[src/rtl/seq_tx_pkg.sv]
// seq_tx_pkg: shared types and constants for the serial pattern transmitter.
//   tx_state_t          FSM state encoding (IDLE, SHIFT, PARITY, GAP, DONE)
//   OH_*                one-hot debug codes presented on state_oh
//   SEQ_TX_PAT_DEFAULT  built-in pattern sent when use_default=1
//   state_to_oh()       maps a state to its one-hot debug code
package seq_tx_pkg;

    typedef enum logic [2:0] {
        ST_IDLE   = 3'd0,
        ST_SHIFT  = 3'd1,
        ST_PARITY = 3'd2,
        ST_GAP    = 3'd3,
        ST_DONE   = 3'd4
    } tx_state_t;

    localparam logic [4:0] OH_IDLE   = 5'b00001;
    localparam logic [4:0] OH_SHIFT  = 5'b00010;
    localparam logic [4:0] OH_PARITY = 5'b00100;
    localparam logic [4:0] OH_GAP    = 5'b01000;
    localparam logic [4:0] OH_DONE   = 5'b10000;

    localparam logic [4:0] SEQ_TX_PAT_DEFAULT = 5'b10110;

    function automatic logic [4:0] state_to_oh(input tx_state_t s);
        logic [4:0] oh;
        case (s)
            ST_IDLE:   oh = OH_IDLE;
            ST_SHIFT:  oh = OH_SHIFT;
            ST_PARITY: oh = OH_PARITY;
            ST_GAP:    oh = OH_GAP;
            ST_DONE:   oh = OH_DONE;
            default:   oh = OH_IDLE;
        endcase
        return oh;
    endfunction

endpackage

[src/rtl/seq_tx_shreg.sv]
// seq_tx_shreg: loadable left-shift register for the pattern transmitter.
//   clk, rstb    clock / asynchronous active-low reset
//   load         capture load_val (takes priority over shift_en)
//   shift_en     shift left by one, zero fill
//   load_val     PAT_W-bit pattern, MSB first
//   msb          current MSB of the register
//   parity       XOR of all bits of the last loaded pattern
// The MSB of load_val goes straight into the transmitter's ser_out register
// on the load edge, so the register stores the pattern already shifted once.
// That way msb always holds the bit to be sent on the following cycle.
module seq_tx_shreg #(
    parameter int PAT_W = 5
) (
    input  logic             clk,
    input  logic             rstb,
    input  logic             load,
    input  logic             shift_en,
    input  logic [PAT_W-1:0] load_val,
    output logic             msb,
    output logic             parity
);

    logic [PAT_W-1:0] shreg_reg;
    logic             parity_reg;

    always_ff @(posedge clk or negedge rstb) begin
        if (!rstb) begin
            shreg_reg  <= '0;
            parity_reg <= 1'b0;
        end else if (load) begin
            shreg_reg  <= {load_val[PAT_W-2:0], 1'b0};
            parity_reg <= ^load_val;
        end else if (shift_en) begin
            shreg_reg  <= {shreg_reg[PAT_W-2:0], 1'b0};
        end
    end

    assign msb    = shreg_reg[PAT_W-1];
    assign parity = parity_reg;

endmodule

[src/rtl/seq_pattern_tx.sv]
// seq_pattern_tx: serial pattern transmitter for the lab1 sequence-detector link.
// Latches a PAT_W-bit pattern on start and sends repeat_n+1 frames MSB-first,
// one bit per clock, with gap idle cycles between frames, then pulses done.
//   clk, rstb    clock (rising edge) / asynchronous active-low reset
//   start        request, sampled only in IDLE
//   use_default  1: send PAT_DEFAULT, 0: send pattern (sampled with start)
//   pattern      user pattern, MSB first
//   repeat_n     extra frames after the first
//   gap          idle cycles between frames
//   abort        synchronous cancel from any state, no done pulse
//   ser_out      serial data, 0 whenever ser_valid=0
//   ser_valid    ser_out carries a pattern/parity bit
//   busy         high in SHIFT, PARITY, GAP
//   done         one-cycle pulse after the final bit
//   state_oh     one-hot debug [0]IDLE [1]SHIFT [2]PARITY [3]GAP [4]DONE
// Build option: define SEQ_TX_PARITY_EN to append one even-parity bit to every
// frame. Without it the PARITY state is unreachable and state_oh[2] is tied 0.
// All outputs are registered from the next-state values, so they line up
// with the state register and carry no combinational decode.
module seq_pattern_tx
    import seq_tx_pkg::*;
#(
    parameter int               PAT_W       = 5,
    parameter logic [PAT_W-1:0] PAT_DEFAULT = SEQ_TX_PAT_DEFAULT,
    parameter int               CNT_W       = 4,
    parameter int               GAP_W       = 3
) (
    input  logic             clk,
    input  logic             rstb,
    input  logic             start,
    input  logic             use_default,
    input  logic [PAT_W-1:0] pattern,
    input  logic [CNT_W-1:0] repeat_n,
    input  logic [GAP_W-1:0] gap,
    input  logic             abort,
    output logic             ser_out,
    output logic             ser_valid,
    output logic             busy,
    output logic             done,
    output logic [4:0]       state_oh
);

    localparam int BIT_W = (PAT_W > 2) ? $clog2(PAT_W) : 1;
    localparam logic [BIT_W-1:0] BIT_LAST = BIT_W'(PAT_W - 1);
    localparam logic [BIT_W-1:0] BIT_ONE  = 1;
    localparam logic [CNT_W-1:0] CNT_ONE  = 1;
    localparam logic [GAP_W-1:0] GAP_ONE  = 1;

    tx_state_t        state_reg, state_next, frame_target;
    logic [PAT_W-1:0] pat_reg;
    logic [GAP_W-1:0] gap_reg;
    logic [CNT_W-1:0] frames_left_reg;
    logic [BIT_W-1:0] bit_cnt_reg;
    logic [GAP_W-1:0] gap_cnt_reg;

    logic             ser_out_reg, ser_valid_reg, busy_reg, done_reg;
    logic [4:0]       state_oh_reg;
    logic             ser_out_next, ser_valid_next, busy_next, done_next;
    logic [4:0]       state_oh_next;

    logic [PAT_W-1:0] load_val;
    logic             shreg_load, shreg_shift, shreg_msb, shreg_parity;
    logic             frame_end;

    // In IDLE the pattern comes straight from the inputs (it is being latched
    // on this very edge); afterwards reloads use the latched copy.
    assign load_val = (state_reg == ST_IDLE) ? (use_default ? PAT_DEFAULT : pattern)
                                             : pat_reg;

    // Any entry into SHIFT reloads the pattern, except staying inside a frame.
    assign shreg_load  = (state_next == ST_SHIFT) &&
                         !((state_reg == ST_SHIFT) && (bit_cnt_reg != '0));
    assign shreg_shift = (state_next == ST_SHIFT) && !shreg_load;

`ifdef SEQ_TX_PARITY_EN
    assign frame_end = (state_reg == ST_PARITY);
`else
    assign frame_end = (state_reg == ST_SHIFT) && (bit_cnt_reg == '0);
`endif

    seq_tx_shreg #(
        .PAT_W(PAT_W)
    ) u_shreg (
        .clk      (clk),
        .rstb     (rstb),
        .load     (shreg_load),
        .shift_en (shreg_shift),
        .load_val (load_val),
        .msb      (shreg_msb),
        .parity   (shreg_parity)
    );

    // State register
    always_ff @(posedge clk or negedge rstb) begin
        if (!rstb) state_reg <= ST_IDLE;
        else       state_reg <= state_next;
    end

    // Where a finished frame goes next
    always_comb begin
        frame_target = ST_DONE;
        if (frames_left_reg != '0)
            frame_target = (gap_reg != '0) ? ST_GAP : ST_SHIFT;
    end

    // Next-state logic
    always_comb begin
        state_next = state_reg;
        case (state_reg)
            ST_IDLE:   if (start) state_next = ST_SHIFT;
            ST_SHIFT: begin
                if (bit_cnt_reg == '0) begin
`ifdef SEQ_TX_PARITY_EN
                    state_next = ST_PARITY;
`else
                    state_next = frame_target;
`endif
                end
            end
            ST_PARITY: state_next = frame_target;
            ST_GAP:    if (gap_cnt_reg == '0) state_next = ST_SHIFT;
            ST_DONE:   state_next = ST_IDLE;
            default:   state_next = ST_IDLE;
        endcase
        if (abort) state_next = ST_IDLE;
    end

    // Output logic, evaluated on the next state and registered below
    always_comb begin
        ser_out_next   = 1'b0;
        ser_valid_next = 1'b0;
        busy_next      = 1'b0;
        done_next      = 1'b0;
        state_oh_next  = state_to_oh(state_next);
`ifndef SEQ_TX_PARITY_EN
        state_oh_next[2] = 1'b0;
`endif
        case (state_next)
            ST_SHIFT: begin
                ser_valid_next = 1'b1;
                busy_next      = 1'b1;
                ser_out_next   = shreg_load ? load_val[PAT_W-1] : shreg_msb;
            end
            ST_PARITY: begin
                ser_valid_next = 1'b1;
                busy_next      = 1'b1;
                ser_out_next   = shreg_parity;
            end
            ST_GAP:  busy_next = 1'b1;
            ST_DONE: done_next = 1'b1;
            default: ;
        endcase
    end

    // Configuration latch, counters and output registers
    always_ff @(posedge clk or negedge rstb) begin
        if (!rstb) begin
            pat_reg         <= '0;
            gap_reg         <= '0;
            frames_left_reg <= '0;
            bit_cnt_reg     <= '0;
            gap_cnt_reg     <= '0;
            ser_out_reg     <= 1'b0;
            ser_valid_reg   <= 1'b0;
            busy_reg        <= 1'b0;
            done_reg        <= 1'b0;
            state_oh_reg    <= OH_IDLE;
        end else begin
            if ((state_reg == ST_IDLE) && (state_next == ST_SHIFT)) begin
                pat_reg         <= load_val;
                gap_reg         <= gap;
                frames_left_reg <= repeat_n;
            end else if (frame_end && (frames_left_reg != '0)) begin
                frames_left_reg <= frames_left_reg - CNT_ONE;
            end

            if (shreg_load)       bit_cnt_reg <= BIT_LAST;
            else if (shreg_shift) bit_cnt_reg <= bit_cnt_reg - BIT_ONE;

            // gap_reg is non-zero whenever GAP is entered
            if ((state_next == ST_GAP) && (state_reg != ST_GAP))
                gap_cnt_reg <= gap_reg - GAP_ONE;
            else if ((state_reg == ST_GAP) && (gap_cnt_reg != '0))
                gap_cnt_reg <= gap_cnt_reg - GAP_ONE;

            ser_out_reg   <= ser_out_next;
            ser_valid_reg <= ser_valid_next;
            busy_reg      <= busy_next;
            done_reg      <= done_next;
            state_oh_reg  <= state_oh_next;
        end
    end

    assign ser_out   = ser_out_reg;
    assign ser_valid = ser_valid_reg;
    assign busy      = busy_reg;
    assign done      = done_reg;
    assign state_oh  = state_oh_reg;

endmodule

[config.mk]
export PLATFORM = sky130hd
export DESIGN_NAME = seq_pattern_tx
export DESIGN_NICKNAME = d
export VERILOG_FILES = /design/src/rtl/seq_tx_pkg.sv /design/src/rtl/seq_tx_shreg.sv /design/src/rtl/seq_pattern_tx.sv
export SDC_FILE = /design/constraint.sdc
export NUM_CORES = 1
export LEC_CHECK = 0
export BUFFER_PORTS_ARGS = -buffer_cell sky130_fd_sc_hd__buf_4
export CORE_MARGIN = 3
export CORE_UTILIZATION = 45
export CTS_CLUSTER_DIAMETER = 50
export DETAILED_ROUTE_END_ITERATION = 16
export PLACE_DENSITY = 0.69
export SLEW_MARGIN = 20
export SYNTH_ARGS = -nofsm -noshare
export SYNTH_HDL_FRONTEND = slang
export SYNTH_SLANG_ARGS = --single-unit
[constraint.sdc]
create_clock -name clk -period 6.6 [get_ports clk]
set_clock_uncertainty 0.15 [all_clocks]
set_input_delay 1.32 -clock clk [delete_from_list [all_inputs] [get_ports clk]]
set_output_delay 1.32 -clock clk [all_outputs]
set_load 0.005 [all_outputs]
; Yosys cells after proc, flatten, opt, wreduce, memory -nomap -nowiden
; Index checks and enable logic that the tools add are counted.
[op_classes]
add_sub_neg = 4
mul = 0
div_mod_pow = 0
n_lt_le_gt_ge = 0
eq_ne = 8
n_shift = 0
muxes = 23
bitwise_logic = 0
n_reduce_logical = 23
[ops]
columns = cell, n
row1 = 3-bit 2-to-1 mux, 9
row2 = 5-bit 2-to-1 mux, 4
row3 = 5-bit one-hot mux with 4 select lines, 1
row4 = "3-bit by 2-bit equality test with 1-bit output, second input constant", 4
row5 = 3-bit one-hot mux with 4 select lines, 1
row6 = 3-bit logical NOT, 3
row7 = 3-bit nonzero test, 3
row8 = "3-bit by 1-bit subtractor with 3-bit output, second input constant", 3
row9 = 1-bit logical AND, 8
row10 = 4-bit 2-to-1 mux, 2
row11 = "3-bit by 1-bit equality test with 1-bit output, second input constant", 2
row12 = 2-bit nonzero test, 3
row13 = 5-bit XOR reduction, 1
row14 = 1-bit 2-to-1 mux, 4
row15 = 4-bit nonzero test, 1
row16 = "4-bit by 1-bit subtractor with 4-bit output, second input constant", 1
row17 = "3-bit equality test, second input constant", 1
row18 = "3-bit by 2-bit != test with 1-bit output, second input constant", 1
row19 = 3-bit OR reduction, 1
row20 = 1-bit logical NOT, 2
row21 = 2-bit 2-to-1 mux, 1
row22 = 1-bit one-hot mux with 2 select lines, 1
row23 = 2-bit OR reduction, 1
[totals]
ff_bits = 35
latch_bits = 0
ram_bits = 0
romBits = 0
out_inout_bits = 9
n_memories = 0

; Depth between registers and ports, before layout
; Gate-level depths: netlist (run 1).
[depth]
ltp_word = 12
depth_mapped = 11
mapped_depth_nobuf = 10

; Hierarchy
; From an unflattened synthesis (run 1), not the netlist that was laid out.
[unflattened]
hier_cells = 162
area_unflattened_um2 = 1783.0
[modules_own_cells]
columns = mod, n_inst, cells_per_inst, area_each_um2
row1 = seq_pattern_tx, 1, 141, 1522.7
row2 = seq_tx_shreg, 1, 21, 260.2

; Worst setup path before layout (run 1)
; No wires, ideal clock.
[synth_timing]
path_kind = input port to flip-flop
startpoint = in abort
endpoint = reg gap_cnt_reg[2]
arrival_time_ns = 2.851
path_slack_ns = 3.473
path_stages = 8
n_path_buf = 1
cell_sequence = or2_2 or4b_1 buf_2 mux2i_1 ha_1 nand2_1 xor2_1 a21oi_1
[synth_between]
elab_chain_cells = 4
elab_cells_between_ends = 5
cone_classes = eq/ne: 1 / mux: 2 / reduce/logical: 2
[synth_rtl]
columns = element, line_no
row1 = start: declaration, seq_pattern_tx.sv:35  ; input logic abort,
row2 = 3-bit 2-to-1 mux (*), seq_pattern_tx.sv:125  ; if (abort) state_next = ST_IDLE;
row3 = 3-bit by 2-bit equality test with 1-bit output (*), seq_pattern_tx.sv:181  ; if ((state_next == ST_GAP) && (state_reg != ST_GAP))
row4 = 1-bit logical AND (*), seq_pattern_tx.sv:181
row5 = 3-bit 2-to-1 mux or 2-bit nonzero test (tied branches), -
row6 = end signal: assignment, seq_pattern_tx.sv:182  ; gap_cnt_reg <= gap_reg - GAP_ONE;
row7 = end signal: assignment, seq_pattern_tx.sv:184  ; gap_cnt_reg <= gap_cnt_reg - GAP_ONE;
row8 = end: declaration, seq_pattern_tx.sv:54  ; logic [GAP_W-1:0] gap_cnt_reg;
; Every way passes the cells marked *; elsewhere a longest branch is shown, timed or not.
; A chain may end at the register's enable or synchronous reset.

; Final worst setup path (run 1)
; Same ends and word-level chain as after synthesis.

==> results of run 1 <==
==> synthesized netlist by cell type (2+ instances only) <==
| cell type | n | share of area, % |
|---|---|---|
| sky130_fd_sc_hd__nor3_1 | 2 | 0.58 |
| sky130_fd_sc_hd__a31oi_1 | 2 | 0.72 |
| sky130_fd_sc_hd__a21oi_1 | 5 | 1.4 |
| sky130_fd_sc_hd__ha_1 | 4 | 2.9 |
| sky130_fd_sc_hd__nand2_1 | 5 | 1.1 |
| sky130_fd_sc_hd__xnor2_1 | 3 | 1.5 |
| sky130_fd_sc_hd__mux2i_1 | 9 | 5.2 |
| sky130_fd_sc_hd__mux2_1 | 6 | 3.9 |
| sky130_fd_sc_hd__dfrtp_1 | 32 | 46 |
| sky130_fd_sc_hd__a211oi_1 | 4 | 1.7 |
| sky130_fd_sc_hd__nand3_1 | 2 | 0.58 |
| sky130_fd_sc_hd__o21ai_0 | 5 | 1.4 |
| sky130_fd_sc_hd__buf_4 | 3 | 1.3 |
| sky130_fd_sc_hd__xor2_1 | 2 | 1.0 |
| sky130_fd_sc_hd__mux2_4 | 8 | 6.9 |
| sky130_fd_sc_hd__nor2_1 | 12 | 2.6 |
| sky130_fd_sc_hd__or2_2 | 3 | 1.1 |
| sky130_fd_sc_hd__inv_1 | 7 | 1.5 |
| sky130_fd_sc_hd__and2b_1 | 3 | 1.3 |
| sky130_fd_sc_hd__nand2b_1 | 2 | 0.72 |
| sky130_fd_sc_hd__nor2b_1 | 3 | 1.1 |
==> through the flow <==
stage / cell area (um^2) / total power, mW / utilization (%) / worst slack [ns]
3_3_place_gp: 1920 / 0.586 / 54.7 / 3.19
5_1_grt: 2010 / 0.812 / 57.2 / 3.27
6_report: 2010 / 0.749 / 57.2 / 3.38
3_5_place_dp: 1920 / 0.603 / 54.7 / 3.07
4_1_cts: 2010 / 0.761 / 57.2 / 3.39
2_1_floorplan: 1730 / 0.534 / - / 3.47
==> how the worst max path moves through the flow <==
stage | start | end | slack [ns] | cells after the start
final | abort | gap_cnt_reg[2] | 3.38 | 8
after global routing | abort | gap_cnt_reg[2] | 3.27 | 8
after CTS | abort | gap_cnt_reg[2] | 3.39 | 8
after detailed placement | abort | gap_cnt_reg[2] | 3.07 | 8
after global placement | abort | gap_cnt_reg[2] | 3.19 | 8
after floorplan | abort | gap_cnt_reg[2] | 3.47 | 8
==> layout make-up <==
type	instances	area, um^2
timing repair buffer	24	180
multi-input combinational	100	833
clock buffer	8	90.1
inverter	7	26.3
sequential	33	827
tap	46	57.6
fill	307	1510
==> logic make-up (layout without fill, tap and decap cells) <==
group                      count (synthesis)  after routing  share of synthesized area [%]
buffers and inverters                     13             39                           3.98
adders and majority gates                  4              4                           2.89
xor gates and xnor gates                   5              5                           2.53
and+or+nand+nor                           45             45                           17.2
AOI/OAI and AO/OA                         22             22                           9.33
other                                      1              1                          0.217
DFF                                       33             33                           47.8
muxes                                     23             23                           16.1
==> placed cells by master (no fill, tap or decap), types with 6 or more instances in the layout <==
cell,n
sky130_fd_sc_hd__buf_4,24
sky130_fd_sc_hd__clkbuf_8,6
sky130_fd_sc_hd__dfrtp_1,32
sky130_fd_sc_hd__inv_1,7
sky130_fd_sc_hd__mux2_1,6
sky130_fd_sc_hd__mux2_4,8
sky130_fd_sc_hd__mux2i_1,9
sky130_fd_sc_hd__nor2_1,12
==> worst max-delay path: stages <==
cell                      delay [ns]
sky130_fd_sc_hd__buf_4          0.11
sky130_fd_sc_hd__or2_2          0.36
sky130_fd_sc_hd__or4b_1         0.69
sky130_fd_sc_hd__mux2i_1        0.23
sky130_fd_sc_hd__ha_1           0.21
sky130_fd_sc_hd__nand2_1        0.07
sky130_fd_sc_hd__xor2_1         0.15
sky130_fd_sc_hd__a21oi_1        0.13
==> power groups by stage <==
| stage | clock network, mW | registers [mW] | logic [mW] |
|---|---|---|---|
| 2_1_floorplan | 0 | 0.324 | 0.211 |
| 3_3_place_gp | 0 | 0.332 | 0.254 |
| 3_5_place_dp | 0 | 0.336 | 0.267 |
| 4_1_cts | 0.160 | 0.333 | 0.268 |
| 5_1_grt | 0.169 | 0.342 | 0.301 |
| 6_report | 0.154 | 0.332 | 0.263 |
==> per-layer routing <==
layer  GRT usage, %  up-vias
met5              0        -
met4           8.19        0
met3           6.57        8
met2           27.1       32
met1           16.4      576
li1               -      562
==> impl.org, run 1 <==
** Run status
- Outcome :: finished, final reports clean

** CTS
- Clk sink count :: 33
- Register clock-pin slew on the reported worst setup and hold paths :: 0.07 ns
- Buffer count from post-CTS setup fixing :: 0
- The tree is rooted in a sky130_fd_sc_hd__clkbuf_8.
- Hold buffer count at cts :: 0
- Clock latency on the worst-skew pair, taken at its later pin, is 0.29 ns.
- TritonCTS built the clock tree.
- TritonCTS created 5 clock buffers.
- The H-tree was split into 2 levels.
- Deepest clock path buffer count :: 2
- In this run, post-CTS repair resized a total of 0 instances.

** Synth
- Ys Warns :: 0
- After synthesis, flip-flops and latches occupy 47.8% of the total area.
- The number of nets handed over by synthesis was 167.
- For this run, the leading register cell type out of synthesis is sky130_fd_sc_hd__dfrtp_1.
- Number of enable flip-flop cells after synthesis :: 0
- The number of different library cells used by synthesis comes to 45.
- Cell Area, Synth :: 1730 um^2
- Mean Syn Cell Area :: 11.8 um^2
- Async set-or-reset flop fraction in the synthesized netlist :: 100%
- After synthesis the netlist holds a flip-flop and latch count of 33.
- Count of mapped cells out of synthesis :: 146

** Place
- Routability-driven placement finished with a final weighted congestion of 0.790.
- Final HPWL from detailed placement :: 2.27 mm
- # placed instances :: 210
- During placement, the flow inserted port buffers numbering 24.

** STA
- At the pin with the least slew margin, the transition time is 0.780 ns.
- Final Max Tran Viols :: 0
- Unrepaired setup endpoints after global routing :: false
- The number of hold violations in the final report came to 0.
- The final critical path takes up 48.8% of the cycle.
- Derived from the worst setup path, the maximum achievable clock frequency is 310 MHz.
- Final hold analysis gives a worst-case slack of 0.340 ns.
- Setup violations remaining at the end of the flow were counted as 0.
- Total negative slack for setup checks :: 0 ns
- Slew HR :: 47.7%
- Tmin final :: 3.22 ns

** Detailed routing
- Vias after detailed routing :: 1,178
- Via density per instance :: 5.40
- Routed length on met1 :: 1.27 mm
- The first detailed-routing pass took 4 iterations.
- Wire length after detailed routing :: 3.05 mm
- Top routing layer used :: met4
- Detailed routing placed a total of 172 um of wire on met3.
- Remaining antenna violation count :: 0
- After detailed routing, the average wire length per cell comes to 14.0 um.
- Routed wl met2 :: 1.53 mm
- After detailed routing, the number of remaining DRC violations is 0.
- For this block, the initial DRC count from the detailed router was 119.

** Job
- Max-capacitance violation count :: 0

** Setup path
- Critical Path Source Type :: input port
- Cell count of the worst reg-to-reg path :: 10
- Critical R2R Launch :: bit_cnt_reg[0]
- Critical path data arrival time :: 3.29 ns
- The worst setup path is of the input port to flip-flop kind.
- Critical path capture point type :: flip-flop
- Reg-to-reg critical path endpoint :: gap_cnt_reg[2]
- For the worst setup path, the data required time is 6.66 ns.
- Along the worst path, the maximum fanout reaches 10.
- FF-to-FF setup slack :: 3.57 ns

** Global routing
- In the global route stage, overall resource usage came out at 15.8%.
- The total overflow left after global routing is 0.
- The number of antenna violations at the first check in global routing is 0.
- The via count of the first global-routing pass came to 1,225.
- The first global-routing pass estimated 5.31 mm of wire.
- Largest net degree at the start of global routing :: 34

** Power and ir drop
- The analysis attributes to net switching a power of 0.245 mW.
- P per Cell Area :: 372 nW/um^2
- Static Leakage :: 0.958 nW
- Switching share of total power :: 32.7%
- Clock network power share :: 20.5%
- The share of total power dissipated in combinational logic is 35.1%.
- Cell internal power was estimated by the tool at 0.504 mW.
- Max VDD drop :: 171 uV
- Reg power frac :: 44.4%

** Floorplan
- The floorplan step defined a die boundary enclosing 4620 um^2.
- Standard-cell rows :: 21
- Area inside the core boundary :: 3520 um^2
- X dimension of the die :: 68.0 um
- Ports placed on the boundary :: 26
- Once the floorplan was initialized, standard cells occupied 49.1% of the core.
- The die is 68.0 um tall.

** Final layout
- At the end of the flow, the number of nets in the layout was 192.
- Flip-flop count of the largest register, all copies and words added :: 5
- Antenna fix cells :: 0
- Cells with a size suffix above 1 make up 28.5% of the layout.
- Excluding fillers, the count of instances in the completed layout stands at 218.
- From synthesis to final layout, the design area changed by 16.5%.

** Hold path
- Hold-critical path depth :: 1
- WHS Endpoint :: u_shreg.shreg_reg[2]
- Worst Min Path Start :: u_shreg.shreg_reg[2]
- Type of the most critical hold path :: flip-flop to flip-flop
Power figures use the tool's default switching activity.
==> run 2: changes to the inputs <==
- ABC_AREA: not set -> 1
- clock period: 6.6 -> 3 ns (I/O delays scaled with it)
==> impl.org, run 2 <==
** CTS
- H-tree depth :: 2
- Counting every sink on the clock net gives 33.
- Buffer count from post-CTS setup fixing :: 0
- Hold buffer count at cts :: 0
- Post-cts sizing count :: 0
- The longest clock path from root to sink contains 2 buffers.
- TritonCTS built the clock tree.
- Clock latency on the worst-skew pair, taken at its later pin, is 0.28 ns.
- Number of buffers created by CTS :: 5
- In this run the clock root is driven by a sky130_fd_sc_hd__clkbuf_8.
- Register clock-pin slew on the reported worst setup and hold paths :: 0.07 ns

** Global routing
- Layer with the highest usage :: met2
- Largest net degree at the start of global routing :: 34
- Gr usage total :: 14.0%
- Via count of the first global-routing pass :: 1,286
- The first global-routing pass estimated 5.46 mm of wire.
- Met3 demand-to-capacity share in global routing :: 3.06%
- Global routing used 21.9% of the available met2 tracks.
- The number of antenna violations at the first check in global routing came to 0.
- For this run, global-route usage on met1 was measured as 18.2%.
- Residual overflow from global routing :: 0

** Floorplan
- From left edge to right edge, the die measures 69.1 um.
- Area inside the core boundary :: 3740 um^2
- Ports placed on the boundary :: 26
- Chip height :: 69.1 um
- In this run the core area contains 22 standard-cell rows.
- Effective utilization at floorplan :: 47.9%
- The die covers 4770 um^2.

** Power and ir drop
- Total power for the finished layout comes to 1.89 mW.
- IR analysis of the VDD net gives a maximum drop of 478 uV.
- Static Leakage :: 1.11 nW
- In this run the power density over the cells is 906 nW/um^2.

** Final layout
- The register with the most flip-flops in the layout has 5 of them.
- Of the cells placed in the final design, the portion with a size suffix greater than 1 is 25.5%.
- Final Net Count :: 263
- Most frequent cells in the layout :: sky130_fd_sc_hd__nand2_1 (49), sky130_fd_sc_hd__inv_1 (33), sky130_fd_sc_hd__dfrtp_1 (32)
- The library cell used most frequently in the layout, excluding fill and tap cells, is sky130_fd_sc_hd__nand2_1.
- From synthesis to final layout, the design area changed by 16.5%.
- The repair_antennas step left the layout with diodes totalling 0.
- # fillers :: 363

** Setup path
- At the worst endpoint, the required time is 3.03 ns.
- In this run the worst path has a maximum fanout of 7.
- Cell count of the worst reg-to-reg path :: 16
- STA classifies the critical path startpoint as a flip-flop.
- Data on the critical path arrives at its endpoint at 2.48 ns.
- FF-to-FF setup slack :: 0.55 ns
- The startpoint identified for the worst register-to-register timing path is bit_cnt_reg[0].
- The endpoint identified for the worst register-to-register timing path is gap_cnt_reg[2].
- Critical path capture point type :: flip-flop
- The setup path with the least slack is of type flip-flop to flip-flop.

** STA
- Tmin final :: 2.45 ns
- Final setup violation count :: 0
- In the finished design, the share of the clock period the worst path needs comes to 81.7%.
- The number of hold violations in the final report was 0.
- Unrepaired setup endpoints after global routing :: false
- The count of pins over their slew limit is 0.
- Maximum clock frequency :: 408 MHz
- Total negative slack for setup checks :: 0 ns

** Synth
- In the synthesized netlist the async set-or-reset flop fraction comes to 100%.
- The share of synthesized area in the top cell type comes to 44.7%.
- Count of mapped cells out of synthesis :: 215
- Ranked by instance count, the synthesized netlist is headed by sky130_fd_sc_hd__nand2_1 (49), sky130_fd_sc_hd__inv_1 (33), sky130_fd_sc_hd__dfrtp_1 (32).
- Total of flip-flops plus latches after synthesis :: 33
- Most repeated cell in the gate-level netlist after synthesis :: sky130_fd_sc_hd__nand2_1
- Post-synthesis cell type with the largest combined area :: sky130_fd_sc_hd__dfrtp_1
- By area the synthesized netlist is led by sky130_fd_sc_hd__dfrtp_1 (45%), sky130_fd_sc_hd__nand2_1 (10%), sky130_fd_sc_hd__inv_1 (6.9%).
- The number of nets handed over by synthesis was 236.
- Top flip-flop cell by instance count after synthesis :: sky130_fd_sc_hd__dfrtp_1
- Ys Warns :: 0
- Sequential elements use 46.2% of the synthesized area.
- In this run, distinct cell masters in the synthesized netlist total 39.
- The cell area that synthesis handed to floorplanning was 1790 um^2.
- The average instance in the mapped netlist occupies 8.33 um^2.
- Yosys mapped a number of flops with a built-in enable equal to 0.

** Hold path
- Type of the most critical hold path :: input port to asynchronous set/reset pin

** Detailed routing
- The routed layout has 1,360 vias.
- Detailed Routing Iterations Pass 1 :: 4
- Iteration-0 DRC Markers :: 42
- In the routed design, unresolved DRC markers number 0.
- In the final routed layout, each cell accounts on average for 10.7 um.
- Via density per instance :: 4.67
- Wire length after detailed routing :: 3.12 mm
- Remaining antenna violation count :: 0

** Place
- Summed over all nets, the half-perimeter wirelength after detailed placement is 2.31 mm.
- Total of buffers placed on input and output ports :: 24
- Final weighted congestion of routability-driven global placement :: 0.858

** Run status
- Outcome :: finished, final reports clean

** Job
- Max-cap violations in this run came to 0.
==> run 2: cell count changes after synthesis, moves of 3 or more <==
| cell | delta |
|---|---|
| sky130_fd_sc_hd__nand2_1 | +44 |
| sky130_fd_sc_hd__inv_1 | +26 |
| sky130_fd_sc_hd__o21ai_1 | +19 |
| sky130_fd_sc_hd__mux2i_1 | -9 |
| sky130_fd_sc_hd__mux2_4 | -8 |
| sky130_fd_sc_hd__mux2_1 | -6 |
| sky130_fd_sc_hd__nand3_1 | +5 |
| sky130_fd_sc_hd__inv_2 | +4 |
| sky130_fd_sc_hd__and2b_1 | -3 |
| sky130_fd_sc_hd__nand2_2 | +3 |
| sky130_fd_sc_hd__nand2_4 | +3 |
| sky130_fd_sc_hd__nand3_2 | +3 |
| sky130_fd_sc_hd__nor2b_1 | -3 |
==> run 2: worst max path at each step <==
stage / from / end / slack, ns / cells after the start
after floorplan: bit_cnt_reg[0] / gap_cnt_reg[2] / 0.78 / 16
after global placement: bit_cnt_reg[0] / gap_cnt_reg[2] / 0.67 / 16
after detailed placement: bit_cnt_reg[0] / gap_cnt_reg[2] / 0.58 / 16
after CTS: bit_cnt_reg[0] / gap_cnt_reg[2] / 0.56 / 16
after global routing: bit_cnt_reg[0] / gap_cnt_reg[2] / 0.33 / 16
final: bit_cnt_reg[0] / gap_cnt_reg[2] / 0.55 / 16
==> run 2: per-layer routing <==
metal	vias up	share of wire, %
met5	-	0
met2	25	45
li1	722	-
met1	606	49
met3	7	4.3
met4	0	1.9
==> run 2: logic make-up (layout without fill, tap and decap cells) <==
family	Yosys count	in the layout	share of synthesized area, %
buffers and inverters	44	72	10.5
DFF	33	33	46.2
other	1	1	0.209
and+or+nand+nor	96	96	27.9
AOI/OAI and AO/OA	34	34	11.0
adders and majority gates	4	4	2.79
xor gates and xnor gates	3	3	1.47
==> run 2: critical path: stages, from the launching register on <==
cell,delay [ns]
sky130_fd_sc_hd__dfrtp_1,0.36
sky130_fd_sc_hd__inv_1,0.13
sky130_fd_sc_hd__ha_1,0.17
sky130_fd_sc_hd__inv_1,0.04
sky130_fd_sc_hd__nor2_1,0.18
sky130_fd_sc_hd__nand3_1,0.17
sky130_fd_sc_hd__nand2_1,0.10
sky130_fd_sc_hd__nand2_1,0.08
sky130_fd_sc_hd__nand2_4,0.11
sky130_fd_sc_hd__nand3_2,0.14
sky130_fd_sc_hd__o21ai_1,0.20
sky130_fd_sc_hd__inv_1,0.06
sky130_fd_sc_hd__ha_1,0.20
sky130_fd_sc_hd__inv_1,0.06
sky130_fd_sc_hd__nand3_1,0.07
sky130_fd_sc_hd__nand3_1,0.08
sky130_fd_sc_hd__nand2_1,0.05
==> run 2: metrics by stage <==
stage / worst slack (ns) / instance area (um^2) / std cells / utilization [%] / hold WS (ns)
after floorplan: 0.776 / 1790 / 215 / - / 0.154
after global placement: 0.665 / 2000 / 283 / 53.4 / 0.323
after detailed placement: 0.577 / 2000 / 283 / 53.4 / 0.324
after CTS: 0.561 / 2090 / 291 / 55.7 / 0.107
after global routing: 0.325 / 2090 / 291 / 55.7 / 0.122
final: 0.549 / 2090 / 291 / 55.7 / 0.0972
==> run 2: area by class of cell <==
| type | instances | area [um^2] | share of cell area (%) |
|---|---|---|---|
| multi-input combinational | 138 | 777 | 37.2 |
| inverter | 39 | 149 | 7.13 |
| sequential | 33 | 827 | 39.6 |
| tap | 48 | 60.1 | 2.88 |
| clock buffer | 5 | 68.8 | 3.30 |
| timing repair buffer | 25 | 188 | 8.99 |
| clock inverter | 3 | 17.5 | 0.839 |
==> run 2: report_power, final <==
part	leakage, nW	internal, mW	switching [mW]	total (mW)
Sequential	0.408	0.627	0.0962	0.723
Combinational	0.657	0.334	0.508	0.842
Clock	0.0439	0.160	0.166	0.326
